--- src/rtl/md_pkg.sv ---
// Shared op codes, FSM state encoding and unit-select codes for the HI/LO
// multiply/divide controller.
package md_pkg;

   localparam logic [2:0] MD_NONE = 3'd0;
   localparam logic [2:0] MULT    = 3'd1;
   localparam logic [2:0] MULTU   = 3'd2;
   localparam logic [2:0] DIV     = 3'd3;
   localparam logic [2:0] DIVU    = 3'd4;
   localparam logic [2:0] MTHI    = 3'd5;
   localparam logic [2:0] MTLO    = 3'd6;

   localparam logic [1:0] CHOOSE_MUL  = 2'b11;
   localparam logic [1:0] CHOOSE_DIV  = 2'b01;
   localparam logic [1:0] CHOOSE_IDLE = 2'b00;

   typedef enum logic [1:0] {
      S_IDLE    = 2'd0,
      S_BUSY    = 2'd1,
      S_RELEASE = 2'd2,
      S_ABORT   = 2'd3
   } md_state_e;

   function automatic logic is_muldiv(input logic [2:0] op);
      return (op == MULT) || (op == MULTU) || (op == DIV) || (op == DIVU);
   endfunction

   function automatic logic is_hilo_wr(input logic [2:0] op);
      return (op == MTHI) || (op == MTLO);
   endfunction

endpackage

--- src/rtl/hilo_regs.sv ---
// Architectural HI and LO registers, each with its own write enable.
module hilo_regs (
   input  logic        clk,
   input  logic        rst,
   input  logic        hi_we,
   input  logic [31:0] hi_d,
   input  logic        lo_we,
   input  logic [31:0] lo_d,
   output logic [31:0] hi_q,
   output logic [31:0] lo_q
);

   always_ff @(posedge clk) begin
      if (rst) begin
         hi_q <= '0;
         lo_q <= '0;
      end else begin
         if (hi_we) hi_q <= hi_d;
         if (lo_we) lo_q <= lo_d;
      end
   end

endmodule

--- src/rtl/hilo_md_ctrl.sv ---
// EX-stage controller: issues mul/div to the iterative unit, stalls the pipe
// while it runs, commits the 64-bit result to HI/LO and services MTHI/MTLO.
module hilo_md_ctrl
   import md_pkg::*;
(
   input  logic        clk,
   input  logic        rst,
   input  logic        ex_valid,
   input  logic [2:0]  ex_md_op,
   input  logic [31:0] ex_rs,
   input  logic [31:0] ex_rt,
   input  logic        flush,
   input  logic [63:0] md_result,
   input  logic        md_ready,
   output logic        md_start,
   output logic        md_annul,
   output logic        md_signed,
   output logic [31:0] md_op1,
   output logic [31:0] md_op2,
   output logic [1:0]  md_choose,
   output logic        stall_req,
   output logic [31:0] hi_o,
   output logic [31:0] lo_o,
   output md_state_e   dbg_state
);

   // Unit handshake: md_start stays high for the whole operation with the
   // operands frozen; md_ready is a one-cycle result-valid pulse taken only
   // while BUSY and not flushed; md_annul aborts; md_choose=00 frees the unit.
   md_state_e   state;
   logic        abort_cnt;
   logic        issue, wr, commit;
   logic        hi_we, lo_we;
   logic [31:0] hi_d, lo_d;

   assign issue  = ex_valid & ~flush & is_muldiv(ex_md_op);
   assign wr     = ex_valid & ~flush & is_hilo_wr(ex_md_op);
   assign commit = (state == S_BUSY) & md_ready & ~flush;

   assign hi_we = commit | ((state == S_IDLE) & wr & (ex_md_op == MTHI));
   assign lo_we = commit | ((state == S_IDLE) & wr & (ex_md_op == MTLO));
   assign hi_d  = commit ? md_result[63:32] : ex_rs;
   assign lo_d  = commit ? md_result[31:0]  : ex_rs;

   // While aborting, a following HI/LO-touching op must wait for the unit.
   assign stall_req = ((state == S_IDLE) & issue)
                    | (state == S_BUSY)
                    | ((state == S_ABORT) & ex_valid
                       & (is_muldiv(ex_md_op) | is_hilo_wr(ex_md_op)));

   assign dbg_state = state;

   always_ff @(posedge clk) begin
      if (rst) begin
         state     <= S_IDLE;
         abort_cnt <= 1'b0;
         md_start  <= 1'b0;
         md_annul  <= 1'b0;
         md_signed <= 1'b0;
         md_op1    <= '0;
         md_op2    <= '0;
         md_choose <= CHOOSE_IDLE;
      end else begin
         case (state)
            S_IDLE: begin
               if (issue) begin
                  md_op1    <= ex_rs;
                  md_op2    <= ex_rt;
                  md_signed <= (ex_md_op == MULT) || (ex_md_op == DIV);
                  md_choose <= ((ex_md_op == MULT) || (ex_md_op == MULTU))
                               ? CHOOSE_MUL : CHOOSE_DIV;
                  md_start  <= 1'b1;
                  state     <= S_BUSY;
               end
            end
            S_BUSY: begin
               if (flush) begin
                  md_start  <= 1'b0;
                  md_annul  <= 1'b1;
                  abort_cnt <= 1'b0;
                  state     <= S_ABORT;
               end else if (md_ready) begin
                  md_start <= 1'b0;
                  state    <= S_RELEASE;
               end
            end
            S_RELEASE: begin
               md_choose <= CHOOSE_IDLE;
               state     <= S_IDLE;
            end
            S_ABORT: begin
               if (abort_cnt) begin
                  md_annul  <= 1'b0;
                  md_choose <= CHOOSE_IDLE;
                  state     <= S_IDLE;
               end else begin
                  abort_cnt <= 1'b1;
               end
            end
            default: state <= S_IDLE;
         endcase
      end
   end

   hilo_regs u_hilo_regs (
      .clk   (clk),
      .rst   (rst),
      .hi_we (hi_we),
      .hi_d  (hi_d),
      .lo_we (lo_we),
      .lo_d  (lo_d),
      .hi_q  (hi_o),
      .lo_q  (lo_o)
   );

endmodule

--- config.mk ---
export PLATFORM = sky130hd
export DESIGN_NAME = hilo_md_ctrl
export DESIGN_NICKNAME = d
export VERILOG_FILES = /design/src/rtl/md_pkg.sv /design/src/rtl/hilo_regs.sv /design/src/rtl/hilo_md_ctrl.sv
export SDC_FILE = /design/constraint.sdc
export NUM_CORES = 1
export LEC_CHECK = 0
export BUFFER_PORTS_ARGS = -buffer_cell sky130_fd_sc_hd__buf_2
export CAP_MARGIN = 40
export CORE_MARGIN = 4
export CORE_UTILIZATION = 42
export DETAILED_ROUTE_END_ITERATION = 6
export PLACE_DENSITY = 0.76
export SYNTH_ARGS = -nofsm -noshare
export SYNTH_HDL_FRONTEND = slang
export SYNTH_SLANG_ARGS = --single-unit
--- constraint.sdc ---
create_clock -name clk -period 1.52 [get_ports clk]
set_input_delay 0.228 -clock clk [delete_from_list [all_inputs] [get_ports clk]]
set_output_delay 0.228 -clock clk [all_outputs]
set_load 0.01 [all_outputs]
==> run summary <==
Failing checks -> negative setup slack
Worst Path Max Fanout -> 7
Crit path kind -> flop to flop
Drt wl/cell -> 17.6 um
Syn nets -> 756
Die H -> 126 um
Fin nets -> 1057
Finish-stage setup viols -> 112
Syn. warnings -> 0
Clk slew on worst S/H paths -> 0.06 ns
Crit-path leading delay family -> compound AO/OA/AOI/OAI gates
Slew headroom -> 68.7%
Final period utilization -> 106%
Cts bufs inserted -> 17
Drt total wl -> 19.5 mm
Critical R2R Launch -> dbg_state[1]$_SDFFE_PP0P_
Grt ovf -> 0
Worst r2r path cells -> 6
Async S/R FF share, synth -> 0%
Max Root-Sink Buffers -> 2
Core Region -> 13500 um^2
Fillers -> 1068
GRT Overall Usage -> 21.6%
Most frequent cells in the layout -> buf_2 (270), dfxtp_1 (134), nand2_1 (133), a21oi_1 (64), a211oi_2 (63)
H-tree lvl count -> 4
MaxCap Viol Count -> 0
I/O pins -> 272
Crit path arrival time -> 1.93 ns
Starting Density -> 43.6%
CP max-delay cell -> dfxtp_2
Crit path required time -> 1.83 ns
Critical Path Stages -> 6
Vias in the first global route -> 5466
Post-synth cell types -> 36
Final Hold Viols -> 0
RD Place Congestion -> 0.842
Chip width -> 126 um
Crit path capture -> u_hilo_regs.lo_q[31]$_SDFFE_PP0P_
Placed cells -> 1052
Final Slew Violations -> 0
Global routing met2 resource utilization -> 36.4%
Max Clk Rate -> 0.620 GHz
DP HPWL -> 12.6 mm
CTS tree -> yes
Min-delay worst type -> primary input to flop
Post-Layout Cell Count -> 1109
Tightest Pin Transition -> 0.469 ns
WP buf/inv -> 2
Layer with the highest usage -> met2
Sequential-to-total area share from yosys stat -> 46.5%
Ys flop type -> dfxtp_1
Vias post-DR -> 5669
Status -> complete, but fails checks
DRC Markers -> 0
Mapped Cells -> 620
Critical Path Start -> dbg_state[1]$_SDFFE_PP0P_
Global-route wire length before repair -> 27.6 mm
Final core utilization -> 65.6%
Worst hold slack -> 0.0503 ns
R2r setup slk -> -0.09 ns
Crit path cell chain -> nor4b_4 -> buf_4 -> a41o_4 -> buf_12 -> nor2_1 -> a211oi_1
# diodes -> 0
Share of post-route cells with drive strength above 1 -> 49.8%
Design Area, Final -> 8820 um^2
Clk Latency, worst-skew pair -> 0.41 ns
Die Footprint -> 15900 um^2
Grt met1 use -> 25.2%
Met3 usage -> 7.87%
Final Skew -> 0.00699 ns
Row cnt -> 42
Post-DR vias/cell -> 5.11
Post-CTS Hold Fix Bufs -> 0
Area Overhead vs Synth -> 50.5%
Commonest non-fill, non-tap cell in the layout -> buf_2
Area post-placement -> 7540 um^2
Post-route ant nets -> 0
Setup repair after global routing missed its margin -> yes
Worst Setup Slack, final -> -0.0928 ns
CP endpoint kind -> flop
Post-synth EDFFs -> 0
Synth Register Bits -> 136
Drt pass-1 iters -> 5
Mapped cell area -> 5860 um^2
Worst vdd ir -> 0.682 mV
Setup TNS Final -> -5.33 ns
Largest net degree at the start of global routing -> 46
CP max stage delay -> 0.35 ns
Clock tree sinks -> 136
Clk root buf -> clkbuf_16
Count of input and output buffers -> 271
Final critical-path required period -> 1.61 ns
Setup crit start kind -> flop
LEAKAGE -> 3.76 nW
DR iter-0 viols -> 221
Syn Area/Cell -> 9.45 um^2
Power Total -> 9.56 mW
Cell Pwr Density -> 1080 nW/um^2
DP Worst Slack -> -0.210 ns
Antenna violations before repair -> 0
Reg-to-reg critical path endpoint -> u_hilo_regs.lo_q[31]$_SDFFE_PP0P_
==> worst reg2reg max path, stage by stage, from the launching register on <==
cell and delay [ns]:
dfxtp_2 0.35, nor4b_4 0.24, buf_4 0.19, a41o_4 0.32, buf_12 0.15, nor2_1 0.05
a211oi_1 0.23
==> state kept, by name, summed over array words and instances, names as in the netlist <==
| register | flops |
|---|---|
| dbg_state | 2 |
| md_op1 | 32 |
| u_hilo_regs.lo_q | 32 |
| md_op2 | 32 |
| md_start | 1 |
| md_signed | 1 |
| u_hilo_regs.hi_q | 32 |
| md_annul | 1 |
| abort_cnt | 1 |
| md_choose | 2 |
==> final cells by class <==
type	count	area [um^2]	share of cell area, %
inverter	4	15.0	0.170
clock inverter	8	143	1.62
clock buffer	23	488	5.53
multi-input combinational	427	2950	33.4
tap	176	220	2.50
timing repair buffer	335	2280	25.8
sequential	136	2730	30.9
==> worst min-delay path by stage <==
stage | start | endpoint | slack [ns] | depth (start not counted)
global route | ex_rt[26] | md_op2[26]$_SDFFE_PP0P_ | 0.04 | 3
detailed placement | md_op2[29]$_SDFFE_PP0P_ | md_op2[29]$_SDFFE_PP0P_ | 0.44 | 2
CTS | ex_rt[8] | md_op2[8]$_SDFFE_PP0P_ | 0.04 | 3
global placement | md_op2[27]$_SDFFE_PP0P_ | md_op2[27]$_SDFFE_PP0P_ | 0.44 | 2
floorplan | ex_rs[0] | md_op1[0]$_SDFFE_PP0P_ | 0.36 | 2
finish | ex_rt[19] | md_op2[19]$_SDFFE_PP0P_ | 0.05 | 3
==> Yosys cell counts, types with 2 or more instances <==
cell	n	area, um^2
nand2_1	134	503
mux2i_1	64	641
nor2_1	69	259
buf_8	3	45.0
o21ai_0	3	15.0
clkbuf_1	16	60.1
dfxtp_1	136	2720
nor2b_1	2	12.5
buf_6	9	101
a21oi_1	68	340
buf_4	13	97.6
a41o_1	2	20.0
xor2_1	2	17.5
nand2b_1	2	12.5
a211oi_1	5	37.5
a211oi_2	59	738
buf_2	11	55.1
inv_1	4	15.0
==> where the power goes <==
| part | total, mW | internal [mW] | switching (mW) |
|---|---|---|---|
| registers | 3.80 | 3.72 | 0.0813 |
| clock network | 4.38 | 2.90 | 1.48 |
| logic | 1.37 | 0.639 | 0.732 |
==> metal layers <==
metal,share of wire (%),up-vias
met5,0,-
met4,2.0,0
met3,9.3,32
met2,49,243
met1,40,2651
li1,-,2743
==> cells by family after synthesis <==
logic type | Yosys count | synth area share [%]
mux | 64 | 10.9
buf+inv | 58 | 6.85
compound gates | 144 | 20.6
flops | 136 | 46.5
xor+xnor | 2 | 0.299
simple gates | 216 | 14.8
==> what timing repair did <==
item                       in CTS  in global routing
cloned                          3                 13
setup endpoints to repair     109                129
gates resized for setup        27                 24
buffers inserted                5                  5
pin swaps                      10                  2
Note: power is estimated with default switching activity, not from simulation.
